==> config.mk <==
export PLATFORM = sky130hd
export DESIGN_NAME = stack_eval_sequencer
export DESIGN_NICKNAME = d
export VERILOG_FILES = /design/src/rtl/stack_eval_pkg.sv /design/src/rtl/stack_depth_ctr.sv /design/src/rtl/stack_eval_sequencer.sv
export SDC_FILE = /design/constraint.sdc
export NUM_CORES = 1
export LEC_CHECK = 0
export ABC_CLOCK_PERIOD_IN_PS = 2400
export CAP_MARGIN = 20
export CORE_ASPECT_RATIO = 0.9
export CORE_MARGIN = 2
export CORE_UTILIZATION = 43
export CTS_CLUSTER_SIZE = 14
export DETAILED_ROUTE_END_ITERATION = 12
export GPL_TIMING_DRIVEN = 0
export PLACE_DENSITY = 0.79
export SLEW_MARGIN = 20
export SYNTH_ARGS = -nofsm -noshare
export SYNTH_HDL_FRONTEND = slang
export SYNTH_SLANG_ARGS = --single-unit
==> constraint.sdc <==
create_clock -name clk -period 2.4 [get_ports clk]
set_input_delay 0.6 -clock clk [delete_from_list [all_inputs] [get_ports clk]]
set_output_delay 0.6 -clock clk [all_outputs]
set_load 0.01 [all_outputs]
==> src/rtl/stack_eval_pkg.sv <==
// stack_eval_pkg: shared states, op codes, flag/error bit positions for the postfix sequencer
package stack_eval_pkg;
    typedef enum logic [2:0] {
        S_IDLE, S_FETCH, S_POP_B, S_POP_A, S_EXEC, S_PUSH_RES, S_FINAL, S_ERR
    } state_t;
    localparam logic [2:0] OP_ADD = 3'b000;
    localparam logic [2:0] OP_SUB = 3'b001;
    localparam logic [2:0] OP_AND = 3'b010;
    localparam logic [2:0] OP_OR  = 3'b011;
    localparam logic [2:0] OP_XOR = 3'b100;
    localparam logic [2:0] OP_SHL = 3'b101;
    localparam logic [2:0] OP_SHR = 3'b110;
    localparam logic [2:0] OP_END = 3'b111;
    localparam int ERR_OVF = 0;
    localparam int ERR_UNF = 1;
    localparam int ERR_END = 2;
    function automatic int flag_bit(input int w);
        return w - 1;
    endfunction
endpackage

==> src/rtl/stack_depth_ctr.sv <==
// stack_depth_ctr: tracks external stack occupancy and flags full / at-least-two / exactly-one
module stack_depth_ctr #(
    parameter int DEPTH = 16
) (
    input  logic clk,
    input  logic rst,
    input  logic inc,
    input  logic dec,
    input  logic clr,
    output logic full,
    output logic ge2,
    output logic eq1
);
    localparam int DW = $clog2(DEPTH + 1);
    logic [DW-1:0] depth_q, depth_d;
    always_comb depth_d = clr ? '0 : inc ? depth_q + 1'b1 : dec ? depth_q - 1'b1 : depth_q;
    always_ff @(posedge clk or negedge rst)
        if (!rst) depth_q <= '0;
        else      depth_q <= depth_d;
    assign full = depth_q == DW'(DEPTH);
    assign ge2  = depth_q >= DW'(2);
    assign eq1  = depth_q == DW'(1);
endmodule

==> src/rtl/stack_eval_sequencer.sv <==
// stack_eval_sequencer: expands postfix tokens into stack/ALU micro-steps and returns the final value
module stack_eval_sequencer
    import stack_eval_pkg::*;
#(
    parameter int DATA_W  = 16,
    parameter int DEPTH   = 16,
    parameter int ALU_LAT = 1
) (
    input  logic              clk,
    input  logic              rst,
    input  logic              start,
    input  logic              tok_valid,
    input  logic [DATA_W-1:0] tok_data,
    output logic              tok_ready,
    output logic              stk_push,
    output logic              stk_wsel,
    output logic              stk_pop,
    output logic              stk_clr,
    input  logic [DATA_W-1:0] stk_rdata,
    output logic              alu_b_ld,
    output logic              alu_a_ld,
    output logic [2:0]        alu_op,
    output logic              alu_go,
    output logic [DATA_W-1:0] result,
    output logic              result_valid,
    output logic              busy,
    output logic [2:0]        err
);
    localparam int LW   = (ALU_LAT > 1) ? $clog2(ALU_LAT) : 1;
    localparam int FLAG = flag_bit(DATA_W);
    state_t state_q, state_d;
    logic [LW-1:0] lat_q, lat_d;
    logic [2:0] op_q, op_d, err_q, err_d;
    logic [DATA_W-1:0] result_q, result_d;
    logic d_inc, d_dec, d_clr, full, ge2, eq1;
    wire [2:0] code = tok_data[2:0];
    stack_depth_ctr #(.DEPTH(DEPTH)) u_depth (
        .clk(clk), .rst(rst), .inc(d_inc), .dec(d_dec), .clr(d_clr),
        .full(full), .ge2(ge2), .eq1(eq1)
    );
    always_ff @(posedge clk or negedge rst)
        if (!rst) begin
            state_q  <= S_IDLE;
            lat_q    <= '0;
            op_q     <= '0;
            err_q    <= '0;
            result_q <= '0;
        end else begin
            state_q  <= state_d;
            lat_q    <= lat_d;
            op_q     <= op_d;
            err_q    <= err_d;
            result_q <= result_d;
        end
    always_comb begin
        state_d = state_q;
        lat_d = lat_q;
        op_d = op_q;
        err_d = err_q;
        result_d = result_q;
        tok_ready = 1'b0;
        stk_push = 1'b0;
        stk_wsel = 1'b0;
        stk_pop = 1'b0;
        stk_clr = 1'b0;
        alu_b_ld = 1'b0;
        alu_a_ld = 1'b0;
        alu_go = 1'b0;
        result_valid = 1'b0;
        d_inc = 1'b0;
        d_dec = 1'b0;
        d_clr = 1'b0;
        case (state_q)
            S_IDLE, S_ERR: if (start) begin
                stk_clr = 1'b1;
                d_clr = 1'b1;
                err_d = '0;
                result_d = '0;
                state_d = S_FETCH;
            end
            S_FETCH: begin
                tok_ready = 1'b1;
                if (tok_valid) begin
                    if (!tok_data[FLAG]) begin
                        stk_push = !full;
                        d_inc = !full;
                        err_d[ERR_OVF] = full;
                        state_d = full ? S_ERR : S_FETCH;
                    end else if (code == OP_END) begin
                        err_d[ERR_END] = !eq1;
                        state_d = eq1 ? S_FINAL : S_ERR;
                    end else begin
                        op_d = ge2 ? code : op_q;
                        err_d[ERR_UNF] = !ge2;
                        state_d = ge2 ? S_POP_B : S_ERR;
                    end
                end
            end
            S_POP_B: begin
                stk_pop = 1'b1;
                alu_b_ld = 1'b1;
                d_dec = 1'b1;
                state_d = S_POP_A;
            end
            S_POP_A: begin
                stk_pop = 1'b1;
                alu_a_ld = 1'b1;
                d_dec = 1'b1;
                state_d = S_EXEC;
            end
            S_EXEC: begin
                alu_go = lat_q == '0;
                lat_d = (lat_q == LW'(ALU_LAT - 1)) ? '0 : lat_q + 1'b1;
                state_d = (lat_q == LW'(ALU_LAT - 1)) ? S_PUSH_RES : S_EXEC;
            end
            S_PUSH_RES: begin
                stk_push = 1'b1;
                stk_wsel = 1'b1;
                d_inc = 1'b1;
                state_d = S_FETCH;
            end
            S_FINAL: begin
                stk_pop = 1'b1;
                result_valid = 1'b1;
                result_d = stk_rdata;
                d_clr = 1'b1;
                state_d = S_IDLE;
            end
            default: state_d = S_IDLE;
        endcase
    end
    // the final value is forwarded during its valid pulse, then held in result_q
    assign result = (state_q == S_FINAL) ? stk_rdata : result_q;
    assign alu_op = op_q;
    assign err    = err_q;
    assign busy   = (state_q != S_IDLE) && (state_q != S_ERR);
endmodule
==> flow_summary.json, run 1 <==
{
  "utilization_pct": 67.5,
  "start_util_pct": 45.3,
  "routed_wl_mm": 4.49,
  "synthesis.nets": 232,
  "worst_slew_pin_slew_ns": 0.699,
  "grt_usage_pct": 21.0,
  "max_cap_violations": 0,
  "required_ns": 1.80,
  "path_class": "in -> out",
  "htreeDepth": 2,
  "synth_area_leaders": "dfrtp_1 44%, nand2_1 12%, a22o_1 8.2%, ha_1 3.6%, clkbuf_1 2.0%",
  "routed_via_density": 5.43,
  "cts_tree": "built",
  "via_count": 1672,
  "crit_path_max_fanout": 5,
  "cpMaxStageDelayCell": "clkdlybuf4s50_1",
  "port_buffers": 54,
  "status": "finished, final reports clean",
  "crit_family": "buffers and inverters",
  "postSynthAreaPerCell_um2": 8.98,
  "route.detailed.drc": 0,
  "arrival_ns": 1.77,
  "slew_viol_final": 0,
  "power-per-cell-area_mw_per_mm2": 1130,
  "antenna_cells": 0,
  "finalHoldViolations": 0,
  "vdd_ir_drop_max_mv": 0.778,
  "drive_above_1_share_pct": 17.2,
  "cp_cell_sequence": "clkdlybuf4s50_1, nand4bb_1, o21bai_4, clkdlybuf4s15_1",
  "drtAntennaViolNets": 0,
  "min_period_ns": 2.37,
  "yosys-top-cells-count": "55 x nand2_1, 30 x dfrtp_1, 16 x a22o_1, 9 x clkbuf_1, 6 x o21ai_0",
  "die_w_um": 70.6,
  "synthMostInstantiatedCell": "nand2_1",
  "antenna_found_initial": 0,
  "dp_cells": 291,
  "grt_pass1_vias": 1564,
  "reg2reg_slack_ns": 0.49,
  "clock_skew_ns": 0.00890,
  "synth_area_mm2": 0.00172,
  "end_kind": "output pin",
  "cts_hold_buf": 0,
  "async_reset_ff_share_pct": 100,
  "grt_overflow": 0,
  "grt_pass1_wl_mm": 7.48,
  "synth_top_cell_area_share_pct": 43.8,
  "drt-initial-drc-count": 135,
  "yosys.area.top_type": "dfrtp_1",
  "clock_path_buffers": 2,
  "die-area_mm2": 0.00451,
  "drtPass1Iterations": 4,
  "fmax_mhz": 421,
  "io_pins": 68,
  "p_leak_uw": 0.00135,
  "max_stage_delay_ns": 0.54,
  "synth_flop_cell": "dfrtp_1",
  "finalPower_uw": 2880,
  "core_area_mm2": 0.00378,
  "synth_cell_types": 45,
  "rsz0062_at_grt": "false",
  "timing.hold.ws_ns": 0.356,
  "ys_ff_latch": 30,
  "gp_congestion": 0.853,
  "cp-start-kind": "input pin",
  "period_share_pct": 98.9,
  "clk_latency_ns": 0.29,
  "setup_violations": 0,
  "cts_buffers": 5,
  "syn_inst": 191,
  "wl_per_cell_um": 14.6,
  "std_cell_rows": 21,
  "layout.cells.non_filler": 308,
  "clk_pin_slew_worst_paths_ns": 0.07,
  "cp_num_buf_inv": 2,
  "final_nets": 302,
  "dieHeight_um": 63.9,
  "yosysWarningCount": 0,
  "clockRootBuffer": "clkbuf_8",
  "grt_max_degree": 31,
  "place.detailed.hpwl_mm": 3.11,
  "slew-limit-headroom_pct": 53.4,
  "synth-edff-count": 0,
  "synthToLayoutAreaGrowth_pct": 48.9,
  "clock-sinks": 30,
  "tns_ns": 0,
  "ys_seq_area_share_pct": 43.8,
  "hold_path.class": "in -> async"
}
## timing repair
item / 4_1_cts / 5_1_grt
endpoints found under the setup margin: 25 / 6
pin swaps: 1 / 0
cloned: 0 / 0
gates resized for setup: 46 / 13
setup buffers: 9 / 0
## per-stage QoR
step	worst slack, ns	cell area (um^2)
after floorplan	0.434	1720
after global placement	-0.397	2310
after detailed placement	-0.409	2310
after CTS	0.0111	2530
after global routing	0.0127	2550
final	0.0260	2550
## registers in the layout (all words and copies together) (netlist names)
register,flops
result_q,16
state_q,3
alu_op,3
err,3
u_depth.depth_q,5
## cells by family after synthesis
family	after synthesis	synth area share (%)
buffers and inverters	17	4.01
flip-flops	30	43.8
adder cells (fa/ha/maj)	5	3.65
multiplexers	7	4.38
AND/OR/NAND/NOR	90	25.5
AO/OA/AOI/OAI	42	18.7
## cell type report
type	instances	area, um^2
Sequential cell	30	757
Tap cell	46	57.6
Clock inverter	3	40.0
Fill cell	321	1230
Timing Repair Buffer	63	588
Clock buffer	5	68.8
Buffer	12	85.1
Inverter	5	25.0
Multi-Input combinational cell	144	933
## path summary, 6_finish.rpt
check	startpoint	endpoint	cells past startpoint
hold reg to reg	alu_op[0]	alu_op[0]	1
min in group clk	alu_op[0]	alu_op[0]	1
hold / removal	rst	err[1]	1
setup / recovery	tok_valid	stk_push	4
max in group asynchronous	rst	state_q[0]	1
setup reg to reg	state_q[2]	alu_op[2]	6
## per-layer routing
metal / global-route usage [%] / up-vias / wire length (um)
met5: 0 / - / 0
met4: 7.78 / 0 / 65
met3: 3.79 / 7 / 143
met2: 32.9 / 30 / 2140
met1: 29.1 / 812 / 2130
li1: - / 823 / -
## where the power goes
group	switching, uW	internal (uW)
clock network	196	305
registers	164	720
logic	724	768
total	1080	1790
## placed cells by master, fill, tap and decap left out, types with 2 or more instances in the layout
cell / synthesis / routed
o21ai_0: 6 / 6
clkinv_2: 1 / 3
a22o_1: 16 / 16
buf_2: 3 / 5
mux2_1: 3 / 3
a41oi_1: 3 / 3
dlymetal6s2s_1: 0 / 4
clkdlybuf4s50_1: 0 / 28
nor2_1: 5 / 5
nand2_1: 55 / 55
nor3_1: 4 / 4
or2_2: 2 / 2
nand3_1: 2 / 2
dfrtp_2: 0 / 5
clkbuf_8: 0 / 7
inv_1: 3 / 3
buf_4: 0 / 11
and3_1: 3 / 3
clkbuf_1: 9 / 3
o211ai_1: 2 / 2
dfrtp_1: 30 / 25
a21oi_1: 5 / 5
mux2i_1: 3 / 3
ha_1: 5 / 5
and2_1: 2 / 2
dlygate4sd2_1: 0 / 20
a211o_1: 2 / 2
Note: power is estimated with default switching activity, not from simulation.
==> run 2: changes to the inputs <==
--- a/config.mk
+++ b/config.mk
@@ -5,7 +5,7 @@
 export SDC_FILE = /design/constraint.sdc
 export NUM_CORES = 1
 export LEC_CHECK = 0
-export ABC_CLOCK_PERIOD_IN_PS = 2400
+export ABC_CLOCK_PERIOD_IN_PS = 2700
 export CAP_MARGIN = 20
 export CORE_ASPECT_RATIO = 0.9
 export CORE_MARGIN = 2
==> constraint.sdc (replaced) <==
create_clock -name clk -period 2.7 [get_ports clk]
set_input_delay 0.675 -clock clk [delete_from_list [all_inputs] [get_ports clk]]
set_output_delay 0.675 -clock clk [all_outputs]
set_load 0.01 [all_outputs]
==> run 2 against run 1 <==
Die area did not move. First-iteration DRC count fell by 16%. Critical path depth did not move. Clock power fell by 11%. Register-to-register slack improved by 0.31 ns. Total power fell by 11%. Flip-flop and latch count did not move. Hold slack improved by 0.075 ns. Non-clock buffer count fell by 5. Combinational power fell by 11%. Via count fell by 1.9%. Utilization fell by 1.8 points. Critical endpoint is now alu_b_ld. Largest power group unchanged. Highest routed layer unchanged.
==> flow_summary.json, run 2 (synthesized netlist as in run 1, its figures left out) <==
{
  "status": "finished, final reports clean",
  "route.detailed.drc": 0,
  "slew-limit-headroom_pct": 53.6,
  "antenna_found_initial": 0,
  "p_seq_share_pct": 30.7,
  "clockRootBuffer": "clkbuf_8",
  "gp_congestion": 0.853,
  "max_cap_violations": 0,
  "cts_hold_buf": 0,
  "clock_power_share_pct": 17.4,
  "power-per-cell-area_mw_per_mm2": 1030,
  "std_cell_rows": 21,
  "synthToLayoutAreaGrowth_pct": 45.1,
  "die_w_um": 70.6,
  "routed_wl_mm": 4.26,
  "place_ws_ns": -0.259,
  "clk_latency_ns": 0.29,
  "drt-initial-drc-count": 114,
  "reg2reg_to": "alu_op[2]",
  "via_count": 1641,
  "antenna_cells": 0,
  "rr_worst_depth": 6,
  "dieHeight_um": 63.9,
  "largest_register": "result_q",
  "grt_pass1_wl_mm": 7.13,
  "largestRegisters": "result_q x16, u_depth.depth_q x5",
  "grt_overflow": 0,
  "start_util_pct": 45.3,
  "crit_path_max_fanout": 10,
  "final_common_cell": "nand2_1",
  "largest_reg_flops": 16,
  "cp-start-kind": "flop",
  "vdd_ir_drop_max_mv": 0.686,
  "htreeDepth": 2,
  "routed_via_density": 5.42,
  "cts_tree": "built",
  "layout_setup_ws_ns": 0.102,
  "rr_startpoint": "state_q[2]",
  "grt_pass1_vias": 1487,
  "hold_path.class": "in -> async",
  "grt_max_degree": 31,
  "clock_path_buffers": 2,
  "finalHoldViolations": 0,
  "drtPass1Iterations": 4,
  "pwr-share-comb_pct": 51.9,
  "port_buffers": 54,
  "clock-sinks": 30,
  "clk_pin_slew_worst_paths_ns": 0.07,
  "p_leak_uw": 0.00120,
  "clock_skew_ns": 0.00729,
  "required_ns": 2.03,
  "power.switching_uw": 937,
  "grt_usage_pct": 20.1,
  "worst_slew_pin_slew_ns": 0.696,
  "core_area_mm2": 0.00378,
  "period_share_pct": 96.2,
  "wl_per_cell_um": 14.1,
  "path_class": "reg -> out",
  "most-common-layout-cells": "55 x nand2_1, 50 x clkdlybuf4s50_1, 28 x dfrtp_1",
  "end_kind": "output pin",
  "reg2reg_slack_ns": 0.80,
  "p_int_uw": 1620,
  "rsz0062_at_grt": "false",
  "slew_viol_final": 0,
  "min_period_ns": 2.60,
  "drtAntennaViolNets": 0,
  "place.detailed.hpwl_mm": 3.11,
  "final_nets": 297,
  "cts_buffers": 5,
  "arrival_ns": 1.92,
  "io_pins": 68,
  "fmax_mhz": 385,
  "setup_violations": 0,
  "drive_above_1_share_pct": 13.6,
  "fill_cells": 327,
  "swShare_pct": 36.7,
  "tns_ns": 0,
  "die-area_mm2": 0.00451
}
## run 2: changes by cell type in the layout (fill, tap and decap cells not counted), sizes merged
cell | before | now
buf | 17 | 11
dlymetal6s2s | 4 | 1
clkdlybuf4s15 | 1 | 0
dlygate4sd2 | 20 | 2
clkbuf | 10 | 11
clkdlybuf4s50 | 28 | 50
## run 2: per-stage QoR
stage	area [um^2]	total power, uW	cells	util (%)	hold slack (ns)
final	2490	2550	303	65.8	0.431
after global routing	2490	2740	303	65.8	0.482
after CTS	2480	2560	303	65.5	0.449
after detailed placement	2310	2080	291	61.0	0.474
after global placement	2310	2040	291	61.1	0.469
after floorplan	1720	1490	191	-	0.379
## run 2: worst max-delay path by stage
stage | startpoint | endpoint | slack, ns
2_1_floorplan | state_q[0] | result[10] | 0.66
3_3_place_gp | start | stk_clr | -0.25
3_5_place_dp | start | stk_clr | -0.26
4_1_cts | state_q[2] | stk_clr | 0.004
5_1_grt | state_q[2] | stk_pop | 0.02
6_report | state_q[2] | alu_b_ld | 0.10
## run 2: metal layers
metal	GRT usage (%)	up-vias	wire length (um)
met3	3.79	8	125
li1	-	809	-
met1	28.6	798	2080
met5	0	-	0
met2	30.3	26	1990
met4	7.78	0	68
## run 2: critical path, stage by stage, from the launching register on
cell             delay [ns]
dfrtp_1                0.45
buf_2                  0.21
nand2b_1               0.29
nor2_1                 0.14
clkdlybuf4s50_1        0.54
## run 2: power by group through the flow
stage               sequential (uW)  combinational [uW]  clock, uW
CTS                             779                1330        452
global route                    812                1460        473
detailed placement              780                1290          0
floorplan                       760                 733          0
global placement                771                1270          0
finish                          784                1330        445
## run 2: layout make-up
class / count / area [um^2] / share of cell area, %
plain buffers: 12 / 60.1 / 2.41
clock buffers: 5 / 68.8 / 2.77
clock inverters: 3 / 40.0 / 1.61
inverters: 5 / 22.5 / 0.905
multi-input cells: 144 / 921 / 37.0
flip-flops and latches: 30 / 753 / 30.3
well taps: 46 / 57.6 / 2.31
repair buffers: 58 / 566 / 22.7
## run 2: repair_timing
| action | CTS | global route |
|---|---|---|
| setup endpoints to repair | 21 | 21 |
| pin swaps | 1 | 0 |
| buffers inserted | 4 | 0 |
| resized for setup | 11 | 11 |
==> run 3: changes to the inputs <==
--- a/config.mk
+++ b/config.mk
@@ -8,7 +8,7 @@
 export ABC_CLOCK_PERIOD_IN_PS = 2700
 export CAP_MARGIN = 20
 export CORE_ASPECT_RATIO = 0.9
-export CORE_MARGIN = 2
+export CORE_MARGIN = 1
 export CORE_UTILIZATION = 43
 export CTS_CLUSTER_SIZE = 14
 export DETAILED_ROUTE_END_ITERATION = 12
==> run 3 against run 2 <==
Count of clock-buffer cells in the layout is 2 higher. Clock skew is 0.0028 ns lower. Setup slack worse by 0.088 ns. Die area is 5.9% lower. Combinational power hardly changed. Fmax is 3.3% lower. Global-route usage is 2.3 points higher. Total power is 2.2% lower. Non-clock buffer count is 2 lower.
==> flow_summary.json, run 3 (synthesized netlist as in run 1, its figures left out) <==
{
  "cp_num_buf_inv": 2,
  "crit_start": "start",
  "largest_register": "result_q",
  "finalHoldViolations": 0,
  "placed_area_mm2": 0.00231,
  "p_seq_share_pct": 31.5,
  "cpMaxStageDelayCell": "clkdlybuf4s50_1",
  "clockRootBuffer": "clkbuf_8",
  "end_kind": "output pin",
  "slew-limit-headroom_pct": 55.5,
  "drtAntennaViolNets": 0,
  "pwr-share-comb_pct": 53.1,
  "dieHeight_um": 61.9,
  "most-common-layout-cells": "55 x nand2_1, 48 x clkdlybuf4s50_1, 28 x dfrtp_1",
  "max_stage_delay_ns": 0.48,
  "final_common_cell": "nand2_1",
  "hold_path.class": "in -> async",
  "period_share_pct": 99.5,
  "antenna_cells": 0,
  "cts_buffers": 5,
  "p_leak_uw": 0.00122,
  "die-area_mm2": 0.00425,
  "crit_family": "buffers and inverters",
  "swShare_pct": 38.0,
  "route.detailed.drc": 0,
  "slew_viol_final": 0,
  "routed_via_density": 5.50,
  "fill_cells": 329,
  "htreeDepth": 2,
  "synthToLayoutAreaGrowth_pct": 43.6,
  "start_util_pct": 45.7,
  "dp_cells": 291,
  "rr_startpoint": "state_q[2]",
  "port_buffers": 54,
  "grt_pass1_wl_mm": 6.76,
  "clock_power_share_pct": 15.3,
  "gp_congestion": 0.824,
  "die_w_um": 68.6,
  "io_pins": 68,
  "layout.cells.non_filler": 301,
  "power.switching_uw": 950,
  "drtPass1Iterations": 4,
  "std_cell_rows": 21,
  "place.detailed.hpwl_mm": 2.99,
  "crit_path_max_fanout": 6,
  "grt_max_degree": 31,
  "wl_per_cell_um": 14.5,
  "antenna_found_initial": 0,
  "clock_path_buffers": 2,
  "p_int_uw": 1550,
  "cts_tree": "built",
  "clk_pin_slew_worst_paths_ns": 0.07,
  "max_cap_violations": 0,
  "min_period_ns": 2.69,
  "status": "finished, final reports clean",
  "core_area_mm2": 0.00376,
  "fmax_mhz": 372,
  "utilization_pct": 65.6,
  "via_count": 1656,
  "grt_pass1_vias": 1461,
  "largest_reg_flops": 16,
  "largestRegisters": "result_q x16, u_depth.depth_q x5",
  "arrival_ns": 2.01,
  "required_ns": 2.03,
  "vdd_ir_drop_max_mv": 0.445,
  "rsz0062_at_grt": "true",
  "final_nets": 295,
  "clock_skew_ns": 0.00447,
  "drt-initial-drc-count": 102,
  "routed_wl_mm": 4.36,
  "cp_cell_sequence": "dlygate4sd2_1, and4_1, or2_2, clkdlybuf4s50_1",
  "grt_usage_pct": 22.4,
  "clock-sinks": 30,
  "setup_violations": 0,
  "drive_above_1_share_pct": 12.5,
  "path_class": "in -> out",
  "finalInstanceArea_mm2": 0.00246,
  "power-per-cell-area_mw_per_mm2": 1010,
  "grt_overflow": 0,
  "cp-start-kind": "input pin",
  "clk_latency_ns": 0.29,
  "worst_slew_pin_slew_ns": 0.667,
  "cts_hold_buf": 0
}
run 3: cell types whose count changed in the layout (fill, tap and decap cells not counted), sizes merged:
| cell | previous run | this run |
|---|---|---|
| clkbuf | 11 | 15 |
| bufinv | 1 | 0 |
| dlymetal6s2s | 1 | 3 |
| clkinv | 3 | 2 |
| clkdlybuf4s50 | 50 | 48 |
| buf | 11 | 7 |
run 3: what timing repair did:
action                     CTS  global route
setup endpoints to repair   21            21
gates cloned                 0             0
gates resized for setup     13            10
pin swaps                    1             0
buffers inserted             1             1
run 3: cell type report:
type	instances	area, um^2	area share (%)
clock buffers	7	86.3	3.50
clock inverters	1	5.00	0.203
inverters	5	22.5	0.914
plain buffers	12	62.6	2.54
multi-input cells	144	921	37.4
well taps	46	57.6	2.34
flip-flops and latches	30	753	30.6
repair buffers	56	556	22.5
run 3: power by group through the flow:
stage	combinational, uW	clock, uW	sequential, uW
after floorplan	733	0	760
after global placement	1270	0	770
after detailed placement	1290	0	778
after CTS	1320	388	781
after global routing	1470	407	812
final	1330	382	788
run 3: stage by stage:
step / setup TNS, ns / power, uW / hold WS (ns) / setup WS (ns)
2_1_floorplan: 0 / 1490 / 0.379 / 0.659
3_3_place_gp: -0.816 / 2040 / 0.472 / -0.234
3_5_place_dp: -0.902 / 2070 / 0.475 / -0.257
4_1_cts: -0.0532 / 2490 / 0.437 / -0.0295
5_1_grt: -0.206 / 2690 / 0.465 / -0.0812
6_report: 0 / 2500 / 0.416 / 0.0140
run 3: worst reg2reg max path: cells and delay by family, from the launching register on:
family / cells / cell delay, ns
simple gates: 3 / 0.75
flops: 1 / 0.46
mux: 1 / 0.33
buf+inv: 2 / 0.25
run 3: metal layers:
layer  wire [um]  vias to the layer above  part of all wire [%]  track usage [%]
li1            -                      802                     -                -
met2        1970                       65                    45             33.6
met1        2030                      781                    47             30.8
met4          81                        0                   1.9             11.3
met5           0                        -                     0                0
met3         273                        8                   6.3             4.74
run 3: final timing paths:
kind,slack (ns),cells past startpoint,to
max,0.01,4,stk_clr
min,0.42,1,u_depth.depth_q[2]
max reg2reg,0.81,6,alu_op[1]
min reg2reg,0.49,1,alu_op[2]
max in group asynchronous,1.82,1,state_q[0]
min in group clk,0.49,1,alu_op[2]
